--- config.mk ---
export PLATFORM = sky130hd
export DESIGN_NAME = rtl_bmu_iter_count
export DESIGN_NICKNAME = d
export VERILOG_FILES = /design/src/rtl/rtl_bmu_iter_count.sv
export SDC_FILE = /design/constraint.sdc
export NUM_CORES = 1
export LEC_CHECK = 0
export BUFFER_PORTS_ARGS = -buffer_cell sky130_fd_sc_hd__buf_2
export CORE_MARGIN = 8
export CORE_UTILIZATION = 52
export DETAILED_ROUTE_END_ITERATION = 12
export GPL_TIMING_DRIVEN = 0
export PLACE_DENSITY = 0.87
export SLEW_MARGIN = 40
export SYNTH_ARGS = -nofsm -noshare
export SYNTH_HDL_FRONTEND = slang
export SYNTH_SLANG_ARGS = --single-unit
export TNS_END_PERCENT = 10
--- constraint.sdc ---
create_clock -name clk -period 5.7 [get_ports clk]
set_clock_uncertainty 0.05 [all_clocks]
set_input_delay 0.855 -clock clk [delete_from_list [all_inputs] [get_ports clk]]
set_output_delay 0.855 -clock clk [all_outputs]
set_load 0.02 [all_outputs]
--- src/rtl/rtl_bmu_iter_count.sv ---
// Iterative Zbb count unit (clz / ctz / cpop): examines CHUNK operand bits per cycle
// and returns a zero-extended 6-bit count over a valid/ready handshake.

package rtl_alu_pkg;
   typedef struct packed {
      logic add;
      logic sub;
      logic land;
      logic lor;
      logic lxor;
      logic clz;
      logic ctz;
      logic cpop;
   } rtl_alu_pkt_t;
endpackage

module rtl_bmu_iter_count
   import rtl_alu_pkg::*;
#(
   parameter int CHUNK = 8
) (
   input  logic         clk,
   input  logic         rst,
   input  logic         valid_in,
   input  rtl_alu_pkt_t ap,
   input  logic [31:0]  a_in,
   output logic         ready_out,
   input  logic         flush,
   output logic         valid_out,
   input  logic         ready_in,
   output logic [31:0]  result,
   output logic         busy
);

   localparam int N     = 32 / CHUNK;
   localparam int IDX_W = (N > 1) ? $clog2(N) : 1;
   localparam logic [IDX_W-1:0] LAST_IDX = IDX_W'(N - 1);

   typedef enum logic [1:0] {S_IDLE, S_CNT, S_DONE} state_t;
   typedef enum logic [1:0] {OP_NOP, OP_CLZ, OP_CTZ, OP_CPOP} op_t;

   state_t           state_reg, state_next;
   op_t              op_reg, op_next;
   logic [31:0]      operand_reg, operand_next;
   logic [5:0]       count_reg, count_next;
   logic [IDX_W-1:0] idx_reg, idx_next;
   logic             found_reg, found_next;

   logic [CHUNK-1:0] chunk_hi, chunk_lo;
   logic             unused_pkt_bits;

   // Only the three count-op flags matter; the rest of the packet is decode's business.
   assign unused_pkt_bits = ^{ap.add, ap.sub, ap.land, ap.lor, ap.lxor};

   // The operand is shifted each iteration, so the chunk of interest is always at a fixed edge.
   assign chunk_hi = operand_reg[31 -: CHUNK];
   assign chunk_lo = operand_reg[CHUNK-1:0];

   function automatic logic [5:0] lead_zeros(input logic [CHUNK-1:0] c);
      logic [5:0] n;
      logic       hit;
      n   = '0;
      hit = 1'b0;
      for (int i = CHUNK - 1; i >= 0; i--) begin
         if (c[i])
            hit = 1'b1;
         else if (!hit)
            n = n + 6'd1;
      end
      return n;
   endfunction

   function automatic logic [5:0] trail_zeros(input logic [CHUNK-1:0] c);
      logic [5:0] n;
      logic       hit;
      n   = '0;
      hit = 1'b0;
      for (int i = 0; i < CHUNK; i++) begin
         if (c[i])
            hit = 1'b1;
         else if (!hit)
            n = n + 6'd1;
      end
      return n;
   endfunction

   function automatic logic [5:0] pop_count(input logic [CHUNK-1:0] c);
      logic [5:0] n;
      n = '0;
      for (int i = 0; i < CHUNK; i++)
         n = n + {5'd0, c[i]};
      return n;
   endfunction

   always_ff @(posedge clk or posedge rst) begin
      if (rst) begin
         state_reg   <= S_IDLE;
         op_reg      <= OP_NOP;
         operand_reg <= '0;
         count_reg   <= '0;
         idx_reg     <= '0;
         found_reg   <= 1'b0;
      end else begin
         state_reg   <= state_next;
         op_reg      <= op_next;
         operand_reg <= operand_next;
         count_reg   <= count_next;
         idx_reg     <= idx_next;
         found_reg   <= found_next;
      end
   end

   always_comb begin
      state_next   = state_reg;
      op_next      = op_reg;
      operand_next = operand_reg;
      count_next   = count_reg;
      idx_next     = idx_reg;
      found_next   = found_reg;
      case (state_reg)
         S_IDLE: begin
            if (valid_in && !flush) begin
               operand_next = a_in;
               if (ap.clz)       op_next = OP_CLZ;
               else if (ap.ctz)  op_next = OP_CTZ;
               else if (ap.cpop) op_next = OP_CPOP;
               else              op_next = OP_NOP;
               count_next = '0;
               idx_next   = '0;
               found_next = 1'b0;
               state_next = S_CNT;
            end
         end
         S_CNT: begin
            if (flush) begin
               state_next = S_IDLE;
            end else begin
               case (op_reg)
                  OP_CLZ: begin
                     if (!found_reg) count_next = count_reg + lead_zeros(chunk_hi);
                     found_next   = found_reg | (chunk_hi != '0);
                     operand_next = operand_reg << CHUNK;
                  end
                  OP_CTZ: begin
                     if (!found_reg) count_next = count_reg + trail_zeros(chunk_lo);
                     found_next   = found_reg | (chunk_lo != '0);
                     operand_next = operand_reg >> CHUNK;
                  end
                  OP_CPOP: begin
                     count_next   = count_reg + pop_count(chunk_lo);
                     operand_next = operand_reg >> CHUNK;
                  end
                  default: ;
               endcase
               // Fixed latency: every op, including NOP, walks all N chunks.
               idx_next = idx_reg + IDX_W'(1);
               if (idx_reg == LAST_IDX) state_next = S_DONE;
            end
         end
         S_DONE: begin
            if (flush || ready_in) state_next = S_IDLE;
         end
         default: state_next = S_IDLE;
      endcase
   end

   assign ready_out = (state_reg == S_IDLE);
   assign valid_out = (state_reg == S_DONE);
   assign busy      = (state_reg != S_IDLE);
   assign result    = (state_reg == S_DONE) ? {26'd0, count_reg} : 32'd0;

endmodule

==> impl_metrics.py <==
metrics = {
    "routing": {
        "routedLengthMet1_um": 4740,
        "totalWireLength_um": 11800,
        "route.detailed.vias_per_inst": 5.74,
        "highest-signal-layer": "met4",
        "total_via_count_after_detailed_routing": 4155,
        "drtPass1Iterations": 5,
        "routed-wl-met2_um": 5760,
        "detail_route.wl_per_cell_um": 16.3,
        "route.met3.wl_um": 1010,
        "post-route-drc-count": 0,
        "drt.antenna.violating_nets": 0,
        "drtIter0Drc": 203,
    },
    "outcome": {
        "outcome": "finished clean",
    },
    "timing": {
        "timing.final.hold_violations": 0,
        "min_period_over_period_pct": 97.9,
        "slew-limit-headroom_pct": 45.5,
        "final.hold.worst_slack_ps": 342,
        "clock.fmax_mhz": 179,
        "setup_viol": 0,
        "final.setup.tns_ps": 0,
        "finalMaxSlewViolations": 0,
        "post-route-min-period_ps": 5580,
        "tightestPinTransition_ps": 812,
    },
    "final_layout": {
        "most-common-layout-cells": "sky130_fd_sc_hd__nand2_1 (51), sky130_fd_sc_hd__buf_2 (48), sky130_fd_sc_hd__a21oi_1 (46), sky130_fd_sc_hd__buf_4 (44), sky130_fd_sc_hd__nor2_1 (43)",
        "final-instance-count-excl-fill": 724,
        "multi_input_comb_area_um2": 2970,
        "layout.cells.most_common": "sky130_fd_sc_hd__nand2_1",
        "register_area_um2": 1130,
        "num-nets-final": 693,
        "finish.instance_area_um2": 5140,
        "antennaDiodeCount": 0,
        "layout_overhead_on_the_synthesized_area_pct": 20.7,
        "fillCellCount": 707,
        "largest_register_ffs": 32,
        "drive_gt1_share_pct": 24.1,
    },
    "setup_path": {
        "critical_path_startpoint_category": "flip-flop",
        "criticalPathCategory": "reg2reg",
        "crit_path_end_kind": "flip-flop",
        "worstPathMaxFanout": 6,
        "worst-endpoint-arrival_ps": 5730,
        "cp_data_required_time_ps": 5850,
    },
    "clock_tree": {
        "clk_pin_slew_worst_paths_ps": 90,
        "root_buffer": "sky130_fd_sc_hd__clkbuf_8",
        "clkSinkCount": 45,
        "clock_tree_from_tritoncts": "done",
        "max-clock-path-buffers": 2,
        "cts_buffers": 5,
        "hold_buffers": 0,
        "clk-insertion-delay-late_ps": 310,
        "cts_htree_levels": 2,
    },
    "global_route": {
        "grt_max_degree": 45,
        "grt_overflow": 0,
        "grt_use_total_pct": 20.0,
        "first_global_vias": 4004,
        "grt_antenna_before_repair": 0,
        "grt_pass1_wl_um": 18900,
    },
    "run": {
        "cap_violations": 0,
    },
    "logic_synthesis": {
        "synthesis.instances": 519,
        "yosysWarnings": 0,
        "synth_enable_flop_cells": 0,
        "dominantRegCellSynth": "sky130_fd_sc_hd__dfrtp_1",
        "async_flop_share_pct": 100,
        "count_of_unique_library_cells_instantiated_by_yosys": 69,
        "synth_area_um2": 4260,
        "seq_area_frac_synth_pct": 26.5,
        "postSynthAreaPerCell_um2": 8.20,
        "synth-seq-cells": 45,
    },
    "placement": {
        "port_buffers": 48,
        "detailed_place.area_um2": 4750,
        "placed_cells_incl_taps": 698,
        "gp_congestion": 0.901,
        "detailed_place_hpwl_um": 8830,
    },
    "die": {
        "die_area_um2": 11300,
        "fp-row-count": 33,
        "core-area_um2": 8090,
        "die_y_um": 106,
        "floorplan.initialDensity_pct": 52.6,
        "dieWidth_um": 106,
        "floorplan.io_pins": 80,
    },
    "power_and_ir_drop": {
        "power_per_cell_area_nw_per_um2": 539,
        "leakagePower_nw": 2.41,
        "finalPower_mw": 2.77,
        "vdd.ir_drop.worst_v": 0.000248,
    },
    "hold_path": {
        "hold_path.class": "in2async",
    },
}
## power by group
group          total, mW  switching [mW]  internal, mW
combinational       1.93            1.05         0.876
clock              0.224           0.123         0.101
sequential         0.619           0.161         0.458
## Yosys cell counts, types with 2 or more instances
cell type | instances | share of area [%]
sky130_fd_sc_hd__a211oi_1 | 9 | 1.6
sky130_fd_sc_hd__a21boi_0 | 2 | 0.35
sky130_fd_sc_hd__a21o_1 | 4 | 0.71
sky130_fd_sc_hd__a21oi_1 | 50 | 5.9
sky130_fd_sc_hd__a31oi_1 | 3 | 0.44
sky130_fd_sc_hd__a32o_1 | 2 | 0.47
sky130_fd_sc_hd__and2_1 | 8 | 1.2
sky130_fd_sc_hd__and3_1 | 10 | 1.5
sky130_fd_sc_hd__buf_1 | 2 | 0.18
sky130_fd_sc_hd__buf_4 | 26 | 4.6
sky130_fd_sc_hd__buf_6 | 2 | 0.53
sky130_fd_sc_hd__clkbuf_1 | 22 | 1.9
sky130_fd_sc_hd__dfrtp_1 | 45 | 26
sky130_fd_sc_hd__fa_1 | 6 | 2.8
sky130_fd_sc_hd__ha_1 | 24 | 7.1
sky130_fd_sc_hd__inv_1 | 26 | 2.3
sky130_fd_sc_hd__mux2_2 | 4 | 1.1
sky130_fd_sc_hd__mux2i_1 | 25 | 5.9
sky130_fd_sc_hd__nand2_1 | 51 | 4.5
sky130_fd_sc_hd__nand2b_1 | 9 | 1.3
sky130_fd_sc_hd__nand3_1 | 3 | 0.35
sky130_fd_sc_hd__nand3b_1 | 2 | 0.35
sky130_fd_sc_hd__nand4_1 | 4 | 0.59
sky130_fd_sc_hd__nand4b_1 | 2 | 0.41
sky130_fd_sc_hd__nor2_1 | 44 | 3.9
sky130_fd_sc_hd__nor2b_1 | 8 | 1.2
sky130_fd_sc_hd__nor3_1 | 9 | 1.1
sky130_fd_sc_hd__nor3b_1 | 9 | 1.6
sky130_fd_sc_hd__nor4_1 | 2 | 0.29
sky130_fd_sc_hd__o21ai_0 | 38 | 4.5
sky130_fd_sc_hd__o21bai_1 | 2 | 0.35
sky130_fd_sc_hd__o22ai_1 | 3 | 0.44
sky130_fd_sc_hd__o31ai_1 | 4 | 0.71
sky130_fd_sc_hd__or3_1 | 3 | 0.44
sky130_fd_sc_hd__xnor2_1 | 21 | 4.3
sky130_fd_sc_hd__xor2_1 | 2 | 0.41
## per-stage QoR
| stage | setup slack [ps] | utilization, % |
|---|---|---|
| 6_report | 118 | 63.5 |
| 5_1_grt | -137 | 63.5 |
| 4_1_cts | 34.9 | 61.1 |
| 3_5_place_dp | -474 | 58.7 |
| 3_3_place_gp | -295 | 58.3 |
| 2_1_floorplan | 98.3 | - |
## final timing paths
kind	slack (ps)	end	from	cells after the start
hold reg to reg	460	found_reg	found_reg	2
max in group asynchronous	4850	operand_reg[1]	rst	3
setup reg to reg	120	count_reg[5]	operand_reg[0]	26
min in group clk	460	found_reg	found_reg	2
setup / recovery	120	count_reg[5]	operand_reg[0]	26
hold / removal	340	op_reg[0]	rst	2
## kinds of logic (layout without fill, tap and decap cells)
kind of cell               count (synthesis)  after routing  synth area share (%)
AOI/OAI and AO/OA                        130            130                  18.3
xor gates and xnor gates                  24             24                  5.11
adders and majority gates                 31             31                  10.1
buffers and inverters                     78            153                  9.52
DFF                                       45             45                  26.5
muxes                                     30             30                  7.47
other                                      1             26                0.0881
and+or+nand+nor                          180            180                  23.0
## area by class of cell
class	count	area share (%)
multi-input combinational	421	57.9
clock buffer	6	1.61
sequential	45	22.0
tap	105	2.56
clock inverter	2	0.341
inverter	26	1.95
timing repair buffer	67	7.69
buffer	52	5.99
## worst max-delay path: stages, from the launching register on
cell and delay (ps):
sky130_fd_sc_hd__dfrtp_1 400, sky130_fd_sc_hd__inv_2 110, sky130_fd_sc_hd__ha_4 180, sky130_fd_sc_hd__ha_4 220
sky130_fd_sc_hd__mux2_4 290, sky130_fd_sc_hd__ha_4 320, sky130_fd_sc_hd__xnor2_4 130, sky130_fd_sc_hd__a21oi_2 80
sky130_fd_sc_hd__ha_1 330, sky130_fd_sc_hd__a21o_1 170, sky130_fd_sc_hd__ha_1 290, sky130_fd_sc_hd__mux2i_1 160
sky130_fd_sc_hd__nor2_1 90, sky130_fd_sc_hd__or2_4 250, sky130_fd_sc_hd__ha_4 250, sky130_fd_sc_hd__mux2i_1 60
sky130_fd_sc_hd__mux2i_1 210, sky130_fd_sc_hd__ha_1 270, sky130_fd_sc_hd__a21o_1 190, sky130_fd_sc_hd__a21oi_2 150
sky130_fd_sc_hd__o21bai_1 120, sky130_fd_sc_hd__a21oi_2 220, sky130_fd_sc_hd__nand2_1 100, sky130_fd_sc_hd__or3_1 340
sky130_fd_sc_hd__o311ai_2 110, sky130_fd_sc_hd__nor3_1 90, sky130_fd_sc_hd__a211o_1 270
## routing by layer
metal  up-vias  global-route usage [%]
li1       1969                       -
met1      1955                    24.5
met2       189                    33.8
met3        42                    5.02
met4         0                    6.43
met5         -                       0
## timing repair
item | 4_1_cts | 5_1_grt
endpoints found under the setup margin | 1 | 1
setup buffers | 6 | 12
resized for setup | 11 | 21
pin swaps | 3 | 15
Power figures use the tool's default switching activity.
